$ cat src/rtl/pipeline_hazard_controller_pkg.sv
// Opcode map, FSM state encoding and decode helpers shared by the hazard controller.
package pipeline_hazard_controller_pkg;

  typedef logic [4:0] opcode_t;

  localparam opcode_t OP_NOP   = 5'b00000;
  localparam opcode_t OP_ADD   = 5'b00001;
  localparam opcode_t OP_LOAD  = 5'b01000;
  localparam opcode_t OP_STORE = 5'b01001;
  localparam opcode_t OP_JMP   = 5'b10000;
  localparam opcode_t OP_JZ    = 5'b10001;
  localparam opcode_t OP_HALT  = 5'b11111;

  typedef enum logic [2:0] {
    ST_RUN      = 3'd0,
    ST_MEM_WAIT = 3'd1,
    ST_FLUSH    = 3'd2,
    ST_HALT     = 3'd3,
    ST_ERROR    = 3'd4
  } hz_state_e;

  function automatic logic is_memop(input opcode_t op);
    return (op == OP_LOAD) || (op == OP_STORE);
  endfunction

endpackage

$ cat src/rtl/pipeline_hazard_controller_sat_counter.sv
// Up-counter that sticks at all-ones instead of wrapping; synchronous clear wins over increment.
module pipeline_hazard_controller_sat_counter #(
  parameter int WIDTH = 8
) (
  input  logic             i_clk,
  input  logic             i_rst_n,
  input  logic             i_clr,
  input  logic             i_inc,
  output logic [WIDTH-1:0] o_count
);

  logic [WIDTH-1:0] count_q, count_d;

  always_comb begin
    count_d = count_q;
    if (i_clr) begin
      count_d = '0;
    end else if (i_inc && !(&count_q)) begin
      count_d = count_q + {{(WIDTH-1){1'b0}}, 1'b1};
    end
  end

  always_ff @(posedge i_clk or negedge i_rst_n) begin
    if (!i_rst_n) begin
      count_q <= '0;
    end else begin
      count_q <= count_d;
    end
  end

  assign o_count = count_q;

endmodule

$ cat src/rtl/pipeline_hazard_controller.sv
// Stalls, bubbles and flushes the 4-stage pipeline around memory waits, taken jumps and HALT;
// owns the data-memory req/ack handshake, a saturating stall counter and a sticky timeout flag.
module pipeline_hazard_controller
  import pipeline_hazard_controller_pkg::*;
#(
  parameter int DATA_SIZE    = 32,
  parameter int ADDRESS_SIZE = 10,
  parameter int MEM_TIMEOUT  = 255
) (
  input  logic        i_clk,
  input  logic        i_rst_n,
  input  logic [15:0] i_instruction_execute,
  input  logic        i_valid_execute,
  input  logic        i_branch_taken,
  input  logic        i_resume,
  input  logic        i_mem_ack,
  output logic        o_mem_req,
  output logic        o_mem_we,
  output logic        o_stall_fetch,
  output logic        o_stall_read,
  output logic        o_stall_execute,
  output logic        o_bubble_write,
  output logic        o_flush,
  output logic        o_halted,
  output logic        o_timeout_error,
  output logic [15:0] o_stall_count
);

  if (MEM_TIMEOUT < 1 || MEM_TIMEOUT > 255 || DATA_SIZE < 1 || ADDRESS_SIZE < 1) begin : g_param_check
    $error("pipeline_hazard_controller: parameter out of range");
  end

  localparam logic [7:0] TO_LAST = 8'(MEM_TIMEOUT - 1);

  hz_state_e state_q, state_d;
  logic      halt_skip_q, halt_skip_d;
  opcode_t   op;
  logic      memop, halt_op;
  logic      mem_req, mem_we, stall_all, flush;
  logic      to_clr, to_inc;
  logic [7:0] to_count;
  logic      unused_operand_bits;

  assign op                  = i_instruction_execute[15:11];
  assign unused_operand_bits = ^i_instruction_execute[10:0];
  assign memop               = i_valid_execute && is_memop(op);
  // The HALT that was just resumed is still in execute for one cycle; let it drain.
  assign halt_op             = i_valid_execute && (op == OP_HALT) && !halt_skip_q;

  always_comb begin
    state_d     = state_q;
    halt_skip_d = 1'b0;
    mem_req     = 1'b0;
    mem_we      = 1'b0;
    stall_all   = 1'b0;
    flush       = 1'b0;
    to_clr      = 1'b0;
    to_inc      = 1'b0;
    case (state_q)
      ST_RUN: begin
        mem_req = memop;
        mem_we  = memop && (op == OP_STORE);
        if (memop && !i_mem_ack) begin
          stall_all = 1'b1;
          to_clr    = 1'b1;
          state_d   = ST_MEM_WAIT;
        end else if (halt_op) begin
          stall_all = 1'b1;
          state_d   = ST_HALT;
        end else if (i_valid_execute && i_branch_taken && !memop && (op != OP_HALT)) begin
          flush   = 1'b1;
          state_d = ST_FLUSH;
        end
      end
      ST_MEM_WAIT: begin
        mem_req = 1'b1;
        mem_we  = (op == OP_STORE);
        if (i_mem_ack) begin
          state_d = ST_RUN;
        end else begin
          stall_all = 1'b1;
          if (to_count == TO_LAST) begin
            state_d = ST_ERROR;
          end else begin
            to_inc = 1'b1;
          end
        end
      end
      ST_FLUSH: begin
        flush   = 1'b1;
        state_d = ST_RUN;
      end
      ST_HALT: begin
        stall_all = 1'b1;
        if (i_resume) begin
          state_d     = ST_RUN;
          halt_skip_d = 1'b1;
        end
      end
      default: begin
        stall_all = 1'b1;
      end
    endcase
  end

  always_ff @(posedge i_clk or negedge i_rst_n) begin
    if (!i_rst_n) begin
      state_q     <= ST_RUN;
      halt_skip_q <= 1'b0;
    end else begin
      state_q     <= state_d;
      halt_skip_q <= halt_skip_d;
    end
  end

  pipeline_hazard_controller_sat_counter #(.WIDTH(8)) u_timeout_cnt (
    .i_clk   (i_clk),
    .i_rst_n (i_rst_n),
    .i_clr   (to_clr),
    .i_inc   (to_inc),
    .o_count (to_count)
  );

  pipeline_hazard_controller_sat_counter #(.WIDTH(16)) u_stall_cnt (
    .i_clk   (i_clk),
    .i_rst_n (i_rst_n),
    .i_clr   (1'b0),
    .i_inc   (o_stall_execute),
    .o_count (o_stall_count)
  );

  // Combinational controls are masked by reset so a request drops the instant reset asserts.
  assign o_mem_req       = mem_req & i_rst_n;
  assign o_mem_we        = mem_we & i_rst_n;
  assign o_stall_fetch   = stall_all & i_rst_n;
  assign o_stall_read    = stall_all & i_rst_n;
  assign o_stall_execute = stall_all & i_rst_n;
  assign o_bubble_write  = stall_all & i_rst_n;
  assign o_flush         = flush & i_rst_n;
  assign o_halted        = (state_q == ST_HALT);
  assign o_timeout_error = (state_q == ST_ERROR);

endmodule

$ cat config.mk
export PLATFORM = sky130hd
export DESIGN_NAME = pipeline_hazard_controller
export DESIGN_NICKNAME = d
export VERILOG_FILES = /design/src/rtl/pipeline_hazard_controller_pkg.sv /design/src/rtl/pipeline_hazard_controller_sat_counter.sv /design/src/rtl/pipeline_hazard_controller.sv
export SDC_FILE = /design/constraint.sdc
export NUM_CORES = 1
export LEC_CHECK = 0
export ABC_AREA = 0
export BUFFER_PORTS_ARGS = -buffer_cell sky130_fd_sc_hd__buf_2
export CAP_MARGIN = 30
export CORE_UTILIZATION = 30
export CTS_BUF_LIST = sky130_fd_sc_hd__clkbuf_2
export CTS_CLUSTER_DIAMETER = 150
export CTS_CLUSTER_SIZE = 14
export DETAILED_ROUTE_END_ITERATION = 8
export PLACE_DENSITY = 0.54
export SKIP_CTS_REPAIR_TIMING = 1
export SLEW_MARGIN = 20
export SYNTH_ARGS = -nofsm -noshare
export SYNTH_HDL_FRONTEND = slang
export SYNTH_SLANG_ARGS = --single-unit
$ cat constraint.sdc
create_clock -name i_clk -period 2.7 [get_ports i_clk]
set_clock_uncertainty 0.1 [all_clocks]
set_input_delay 0.54 -clock i_clk [delete_from_list [all_inputs] [get_ports i_clk]]
set_output_delay 0.54 -clock i_clk [all_outputs]
set_load 0.005 [all_outputs]
---- Word level (Yosys, flattened, before mapping) ----
Index checks and enable logic that the tools add are counted.
word-level totals
  output and inout bits ................... 25
  bits in registers ....................... 28
operators by class
  muxes and demuxes ....................... 26
  reduce and logical (&&, ||, !) cells .... 22
  bitwise gates (word level) .............. 4
  eq/ne operators ......................... 12
  $add $sub $neg .......................... 2
operators with widths
  operator                                              number
  two-way mux 3 bit                                     6
  adder 16 x 1 -> 16 bit (second input constant)        1
  two-way mux 8 bit                                     2
  AND reduction 16 bit                                  1
  two-way mux 1 bit                                     13
  case mux 3 bit (4 select lines)                       1
  equality test 5 x 4 -> 1 bit (second input constant)  2
  logical AND 1 bit                                     10
  adder 8 x 1 -> 8 bit (second input constant)          1
  equality test 8 bit (second input constant)           1
  AND reduction 8 bit                                   1
  equality test 3 x 2 -> 1 bit (second input constant)  2
  case mux 1 bit (2 select lines)                       3
  equality test 5 bit (second input constant)           1
  logical NOT 1 bit                                     5
  inequality test 5 bit (second input constant)         1
  bitwise AND 1 bit                                     4
  inequality test 4 bit (second input constant)         1
  AND reduction 4 bit                                   1
  nonzero test 4 bit                                    1
  equality test 3 x 1 -> 1 bit (second input constant)  1
  equality test 3 bit (second input constant)           1
  logical NOT 3 bit                                     1
  inequality test 3 bit (second input constant)         1
  4 further kinds                                       4

---- Longest topological paths before layout ----
Gate-level depths: netlist of run 1.
  depth after elaboration ................. 11
  gate-level depth with buffers ........... 8

---- Hierarchy ----
From an unflattened synthesis of run 1, not the netlist that was laid out.
second synthesis, totals
  cells, all modules ...................... 188
  area, all modules ....................... 1815.5 µm²
modules (own cells, without submodules)
  module                                                  cells each  sequential area each (µm²)  area an instance (µm²)  times used
  pipeline_hazard_controller_sat_counter (u_stall_cnt)    95          400.4                       919.6                   1
  pipeline_hazard_controller_sat_counter (u_timeout_cnt)  47          200.2                       505.5                   1
  pipeline_hazard_controller                              46          100.1                       390.4                   1

---- Worst setup path before layout of run 1 ----
No wires, ideal clock.
  kind .................................... input-to-output
  start ................................... input i_instruction_execute[12]
  end ..................................... output o_stall_execute
  path buffers ............................ 1
  stages .................................. 6
  data required time ...................... 2.060 ns
  arrival ................................. 1.692 ns
  path slack .............................. 0.368 ns
  cells stage by stage .................... nor4b_4 -> and3b_2 -> o21ai_2 -> a21o_4 -> inv_1 -> buf_4
on the way
  cells in the longest elaborated chain, start to end .. 7
  elaborated cells on any way between the ends .. 12
ends and longest elaborated chain
  item                                                                        line                                                                    text
  start: declaration                                                          pipeline_hazard_controller.sv:12                                        input logic [15:0] i_instruction_execute,
  equality test 5 bit / equality test 5 x 4 -> 1 bit (equally long branches)  pipeline_hazard_controller.sv:48, pipeline_hazard_controller_pkg.sv:23
  logical AND 1 bit / logical OR 1 bit (equally long branches)                pipeline_hazard_controller.sv:48, pipeline_hazard_controller_pkg.sv:23
  logical AND 1 bit, on equally long branches                                 pipeline_hazard_controller.sv:48, pipeline_hazard_controller.sv:46
  two-way mux 1 bit / logical AND 1 bit (equally long branches)               pipeline_hazard_controller.sv:67, pipeline_hazard_controller.sv:63
  two-way mux 1 bit *                                                         pipeline_hazard_controller.sv:63                                        if (memop && !i_mem_ack) begin
  case mux 1 bit (3 select lines) *                                           pipeline_hazard_controller.sv:59                                        case (state_q)
  bitwise AND 1 bit *                                                         --
  end: declaration                                                            pipeline_hazard_controller.sv:21                                        output logic o_stall_execute,
Mark *: on every way between the ends. The rest lies on a longest branch, timed or not.

---- Final worst setup path of run 1 ----
  start ................................... register halt_skip_q
  end ..................................... output o_stall_fetch
on the way
  cells in the longest elaborated chain, start to end .. 6
ends and longest elaborated chain
  item                             line                               text
  start: declaration               pipeline_hazard_controller.sv:36   logic halt_skip_q, halt_skip_d;
  start signal: assignment         pipeline_hazard_controller.sv:112  halt_skip_q <= halt_skip_d;
  logical NOT 1 bit                pipeline_hazard_controller.sv:48   assign halt_op = i_valid_execute && (op == OP_HALT) && !halt_skip_q;
  logical AND 1 bit                pipeline_hazard_controller.sv:48
  two-way mux 1 bit                pipeline_hazard_controller.sv:67   end else if (halt_op) begin
  two-way mux 1 bit                pipeline_hazard_controller.sv:63
  case mux 1 bit (3 select lines)  pipeline_hazard_controller.sv:59
  bitwise AND 1 bit                pipeline_hazard_controller.sv:135  assign o_stall_fetch = stall_all & i_rst_n;
  end: declaration                 pipeline_hazard_controller.sv:19   output logic o_stall_fetch,
Every way passes these cells.

==> results of run 1 <==
-- placed cells by master, fill, tap and decap left out, types with 3 or more instances in the layout --
cell / count
nor3_1: 8
nor2_1: 18
buf_4: 4
nor4_2: 3
nand4_1: 4
ha_1: 3
a21oi_1: 3
xnor2_1: 14
nand2_1: 18
xor2_1: 5
nand3_1: 8
and3_1: 3
nand2b_1: 5
dfrtp_1: 28
buf_2: 35
nor4b_2: 3
clkbuf_2: 3
mux2_1: 4
inv_1: 7
-- cell type report --
type | instances | area [µm²] | share of cell area [%]
timing repair buffer | 40 | 215 | 11.2
clock inverter | 1 | 30.0 | 1.56
sequential | 28 | 701 | 36.4
clock buffer | 3 | 15.0 | 0.779
multi-input combinational | 119 | 852 | 44.2
inverter | 7 | 26.3 | 1.36
tap | 70 | 87.6 | 4.55
-- power by group --
group / internal (mW) / leakage, nW / switching (mW)
sequential: 0.473 / 0.374 / 0.0823
clock: 0.127 / 0.0266 / 0.133
combinational: 0.149 / 0.503 / 0.158
total: 0.750 / 0.903 / 0.374
-- cells in the mapped netlist (all sizes together) --
cell type,count,area [µm²]
and4,1,8.76
nor4,5,65.1
dfrtp,28,701
nand4,5,37.5
inv,7,26.3
clkbuf,4,15.0
a21o,1,15.0
o21bai,1,7.51
xnor2,14,123
nor2,18,67.6
and3b,1,10.0
o21ai,2,13.8
a21oi,3,15.0
nand3,9,50.1
nor4b,5,77.6
xor2,5,43.8
o22ai,1,6.26
mux2,4,45.0
nand2,18,67.6
and3,3,18.8
o41ai,1,8.76
nand2b,5,31.3
a221o,1,10.0
nor3,10,55.1
and2,2,12.5
a211oi,1,20.0
buf,3,22.5
ha,3,37.5
-- worst max-delay path: stages (launching register included) --
cell	delay, ns
dfrtp_1	0.44
nor4b_2	0.41
o21ai_2	0.14
a21o_4	0.28
inv_1	0.09
buf_2	0.11
-- through the flow --
step / area [µm²] / total power [mW]
5_1_grt: 1930 / 1.22
2_1_floorplan: 1610 / 0.770
3_5_place_dp: 1870 / 0.872
4_1_cts: 1910 / 1.14
6_report: 1930 / 1.12
3_3_place_gp: 1870 / 0.867
-- flip-flops by register name, summed over array words and instances, names as in the netlist --
name / cells
u_stall_cnt.o_count: 16
halt_skip_q: 1
state_q: 3
u_timeout_cnt.o_count: 8
-- cell families (layout without fill, tap and decap cells) --
logic type | after synthesis | after routing | synth area share (%)
flops | 28 | 28 | 43.5
compound gates | 11 | 11 | 5.98
buf+inv | 14 | 51 | 3.96
mux | 4 | 4 | 2.79
simple gates | 82 | 82 | 31.1
xor+xnor | 19 | 19 | 10.3
fa+ha+maj | 3 | 3 | 2.33
-- worst max-delay path by stage --
stage | cells past startpoint | start | slack [ns] | to
final | 5 | halt_skip_q$_DFF_PN0_ | 0.22 | o_stall_fetch
after global routing | 5 | halt_skip_q$_DFF_PN0_ | 0.01 | o_stall_execute
after CTS | 5 | state_q[2]$_DFFE_PN0P_ | 0.11 | o_stall_fetch
after detailed placement | 7 | i_instruction_execute[13] | 0.24 | u_stall_cnt.o_count[14]$_DFFE_PN0P_
after global placement | 7 | i_instruction_execute[13] | 0.23 | u_stall_cnt.o_count[14]$_DFFE_PN0P_
after floorplan | 6 | i_instruction_execute[12] | 0.37 | o_stall_execute
-- metal layers --
layer  track usage (%)  up-vias  share of wire, %
li1                  -      629                 -
met2              20.1       13                50
met1              15.7      580                47
met5                 0        -                 0
met3              1.72        2               2.5
met4              3.70        0              0.83
==> metrics.md, run 1 <==
| Metric | Value |
|---|---|
| Outcome | `finished, final reports clean` |
| Dpl hpwl | `2370 µm` |
| Post-route insts no fill | `268` |
| Root buf cell | `clkbuf_2` |
| Crit. End Element | `output port` |
| Clock latency at the later pin of the worst-skew pair | `0.37 ns` |
| Die extent in x | `75.3 µm` |
| Maximum fanout along the worst path | `7` |
| WP data required | `2.06 ns` |
| Vias in the first global route | `1166` |
| Final WL | `3140 µm` |
| Antenna violations before repair | `0` |
| Synth Net Count | `186` |
| Gate Count Post-Synth | `161` |
| Period Utilization, post-route | `91.8%` |
| Mean number of vias per cell | `4.57` |
| Critical path class | `reg2out` |
| Post-route ant nets | `0` |
| Die H | `75.3 µm` |
| Routed WL per cell | `11.7 µm` |
| GP Congestion | `0.756` |
| Ratio of cells with drive above 1 in the final layout | `29.8%` |
| Port Buf Inserts | `35` |
| Post-layout net count | `224` |
| CP startpoint kind | `flop` |
| Power Density | `583 nW/µm²` |
| Pin count of the biggest net entering global routing | `22` |
| Setup Total Neg Slack | `0 ns` |
| Pre-CTS WS | `0.238 ns` |
| Drt first-iter violations | `52` |
| Die area | `5670 µm²` |
| Worst-path clk slew | `0.29 ns` |
| Cells on worst reg2reg path | `6` |
| First-pass GRT wire length | `5170 µm` |
| Clk sink count | `28` |
| Area delta synth->final | `19.6%` |
| CTS tree | `built` |
| Worst Hold Class | `in2async` |
| Final hold slack | `0.0235 ns` |
| Final setup violation count | `0` |
| Achievable frequency | `0.403 GHz` |
| DRC violations left | `0` |
| Flop and latch count out of synthesis | `28` |
| Top-level I/O count | `47` |
| Slew @ Worst Pin | `0.479 ns` |
| # diodes | `0` |
| FILL cells | `535` |
| CTS Buffer Depth | `2` |
| # H-tree levels | `1` |
| Unique masters post-synth | `36` |
| Max-slew headroom | `68.0%` |
| Worst setup slack after layout | `0.221 ns` |
| Placed cells | `263` |
| Arrival time at the worst endpoint | `1.84 ns` |
| Fin util | `37.5%` |
| Worst IR drop on VDD | `208 µV` |
| Max-cap viol count | `0` |
| Seq/Total Area, Yosys | `43.5%` |
| RSZ-0062 raised after global routing | `false` |
| Final hold vios | `0` |
| Avg Synthesized Cell Area | `10.0 µm²` |
| Ys Warns | `0` |
| Routed via count | `1224` |
| Total CTS buffers | `3` |
| Tmin final | `2.48 ns` |
| Worst R2R Setup Slack | `0.51 ns` |
| Grt total ovfl | `0` |
| Slew Viols, Final | `0` |
| Worst R2R End | `u_stall_cnt.o_count[1]$_DFFE_PN0P_` |
| Drt first pass iters | `4` |
| Starting Density | `31.4%` |
| # rows | `26` |
| Synth Cell Area | `1610 µm²` |
| LEAKAGE | `0.903 nW` |
| Reg2reg start | `u_stall_cnt.o_count[0]$_DFFE_PN0P_` |
| CORE AREA | `5140 µm²` |
| GR Util All Layers | `11.9%` |
(Power assumes the default switching activity.)
==> inputs of run 2 (changes only) <==
- REMOVE_ABC_BUFFERS: not set -> 1
==> metrics.md, run 2 (synthesized netlist as in run 1, its figures left out) <==
| Metric | Value |
|---|---|
| Outcome | `finished, final reports clean` |
| Routed WL per cell | `11.7 µm` |
| Final WL | `3150 µm` |
| Setup Total Neg Slack | `0 ns` |
| Die area | `5670 µm²` |
| Post-layout net count | `224` |
| FILL cells | `563` |
| Crit. End Element | `output port` |
| Max-cap viol count | `0` |
| Area delta synth->final | `19.6%` |
| Leading cell type in the layout, fill and taps excluded | `buf_2` |
| Dpl hpwl | `2460 µm` |
| Worst Hold Class | `in2reg` |
| Post-route insts no fill | `268` |
| # rows | `26` |
| Die H | `75.3 µm` |
| RSZ-0062 raised after global routing | `false` |
| GR Util All Layers | `12.1%` |
| Largest delay share family, worst path | `buffers and inverters` |
| Grt total ovfl | `0` |
| Most frequent cells in the layout | `buf_2, dfrtp_1, nand2_1, nor2_1, xnor2_1` |
| Root buf cell | `clkbuf_2` |
| CP startpoint kind | `primary input` |
| Port Buf Inserts | `35` |
| Arrival time at the worst endpoint | `1.86 ns` |
| Worst-path clk slew | `0.25 ns` |
| First-pass GRT wire length | `5250 µm` |
| Max-slew headroom | `67.5%` |
| Top-level I/O count | `47` |
| Achievable frequency | `0.401 GHz` |
| DRC violations left | `0` |
| Placed cells | `263` |
| Worst path slowest cell | `dlygate4sd3_1` |
| Post-route ant nets | `0` |
| Clk sink count | `28` |
| Drt first-iter violations | `57` |
| Buffers & Inverters on Critical Path | `5` |
| Power Density | `582 nW/µm²` |
| Worst IR drop on VDD | `260 µV` |
| Period Utilization, post-route | `92.5%` |
| Mean number of vias per cell | `4.72` |
| # H-tree levels | `1` |
| Worst-path cell chain | `dlygate4sd3_1 -> buf_2 -> inv_1 -> a21o_4 -> inv_1 -> buf_2` |
| CTS tree | `built` |
| Critical path class | `in2out` |
| Slew Viols, Final | `0` |
| Crit-path max cell delay | `0.53 ns` |
| LEAKAGE | `0.903 nW` |
| Total CTS buffers | `3` |
| # diodes | `0` |
| Tmin final | `2.50 ns` |
| Die extent in x | `75.3 µm` |
| Antenna violations before repair | `0` |
| Ratio of cells with drive above 1 in the final layout | `29.8%` |
| Starting Density | `31.4%` |
| GP Congestion | `0.803` |
| WP data required | `2.06 ns` |
| Drt first pass iters | `4` |
| Vias in the first global route | `1199` |
| Pin count of the biggest net entering global routing | `17` |
| Maximum fanout along the worst path | `8` |
| Slew @ Worst Pin | `0.485 ns` |
| CTS Buffer Depth | `2` |
| Final setup violation count | `0` |
| Number of flip-flops in the largest register | `16` |
| Routed via count | `1265` |
| CORE AREA | `5140 µm²` |
| Final hold vios | `0` |
| Clock latency at the later pin of the worst-skew pair | `0.38 ns` |
==> run 2: cell counts in the layout (fill, tap and decap cells not counted) <==
Identical to the previous run, type by type.
==> run 2: cell type report <==
class / instances / area, µm² / share of cell area (%)
clock buffers: 3 / 15.0 / 0.779
inverters: 7 / 26.3 / 1.36
clock inverters: 1 / 30.0 / 1.56
multi-input cells: 119 / 852 / 44.2
repair buffers: 40 / 215 / 11.2
flip-flops and latches: 28 / 701 / 36.4
well taps: 70 / 87.6 / 4.55
==> run 2: per-stage QoR <==
| stage | setup WS (ns) | cell area, µm² | total power, mW | utilization, % | hold slack, ns |
|---|---|---|---|---|---|
| floorplan | 0.424 | 1570 | 0.748 | - | 0.144 |
| global placement | 0.237 | 1870 | 0.867 | 36.3 | 0.291 |
| detailed placement | 0.235 | 1870 | 0.872 | 36.3 | 0.291 |
| CTS | 0.118 | 1910 | 1.13 | 37.2 | -0.156 |
| global route | 0.0211 | 1930 | 1.21 | 37.5 | 0.235 |
| finish | 0.203 | 1930 | 1.12 | 37.5 | 0.291 |
==> run 2: path summary, 6_finish.rpt <==
kind,from,endpoint,slack (ns),cells past startpoint
min in group asynchronous,i_rst_n,state_q[0]$_DFFE_PN0P_,0.42,2
max in group asynchronous,i_rst_n,u_timeout_cnt.o_count[4]$_DFFE_PN0P_,1.66,3
hold / removal,i_resume,halt_skip_q$_DFF_PN0_,0.29,3
setup / recovery,i_rst_n,o_stall_execute,0.20,6
hold reg to reg,u_stall_cnt.o_count[10]$_DFFE_PN0P_,u_stall_cnt.o_count[10]$_DFFE_PN0P_,0.43,1
setup reg to reg,u_stall_cnt.o_count[3]$_DFFE_PN0P_,u_stall_cnt.o_count[1]$_DFFE_PN0P_,0.56,5
==> run 2: where the power goes <==
part / switching [mW] / internal [mW] / total [mW]
clock: 0.129 / 0.127 / 0.256
combinational: 0.160 / 0.150 / 0.310
sequential: 0.0814 / 0.473 / 0.555
total: 0.371 / 0.750 / 1.12
==> run 2: per-layer routing <==
metal	up-vias	GRT usage, %	wire [µm]
met5	-	0	0
met4	0	4.32	17
met3	2	1.72	139
met2	25	20.3	1470
met1	613	15.9	1520
li1	625	-	-
==> run 2: worst reg2reg max path: stages, from the launching register on <==
cell	delay, ns
dfrtp_1	0.50
and3_1	0.23
nand4_2	0.25
nor3_2	0.49
a211oi_4	0.15
mux2_1	0.34
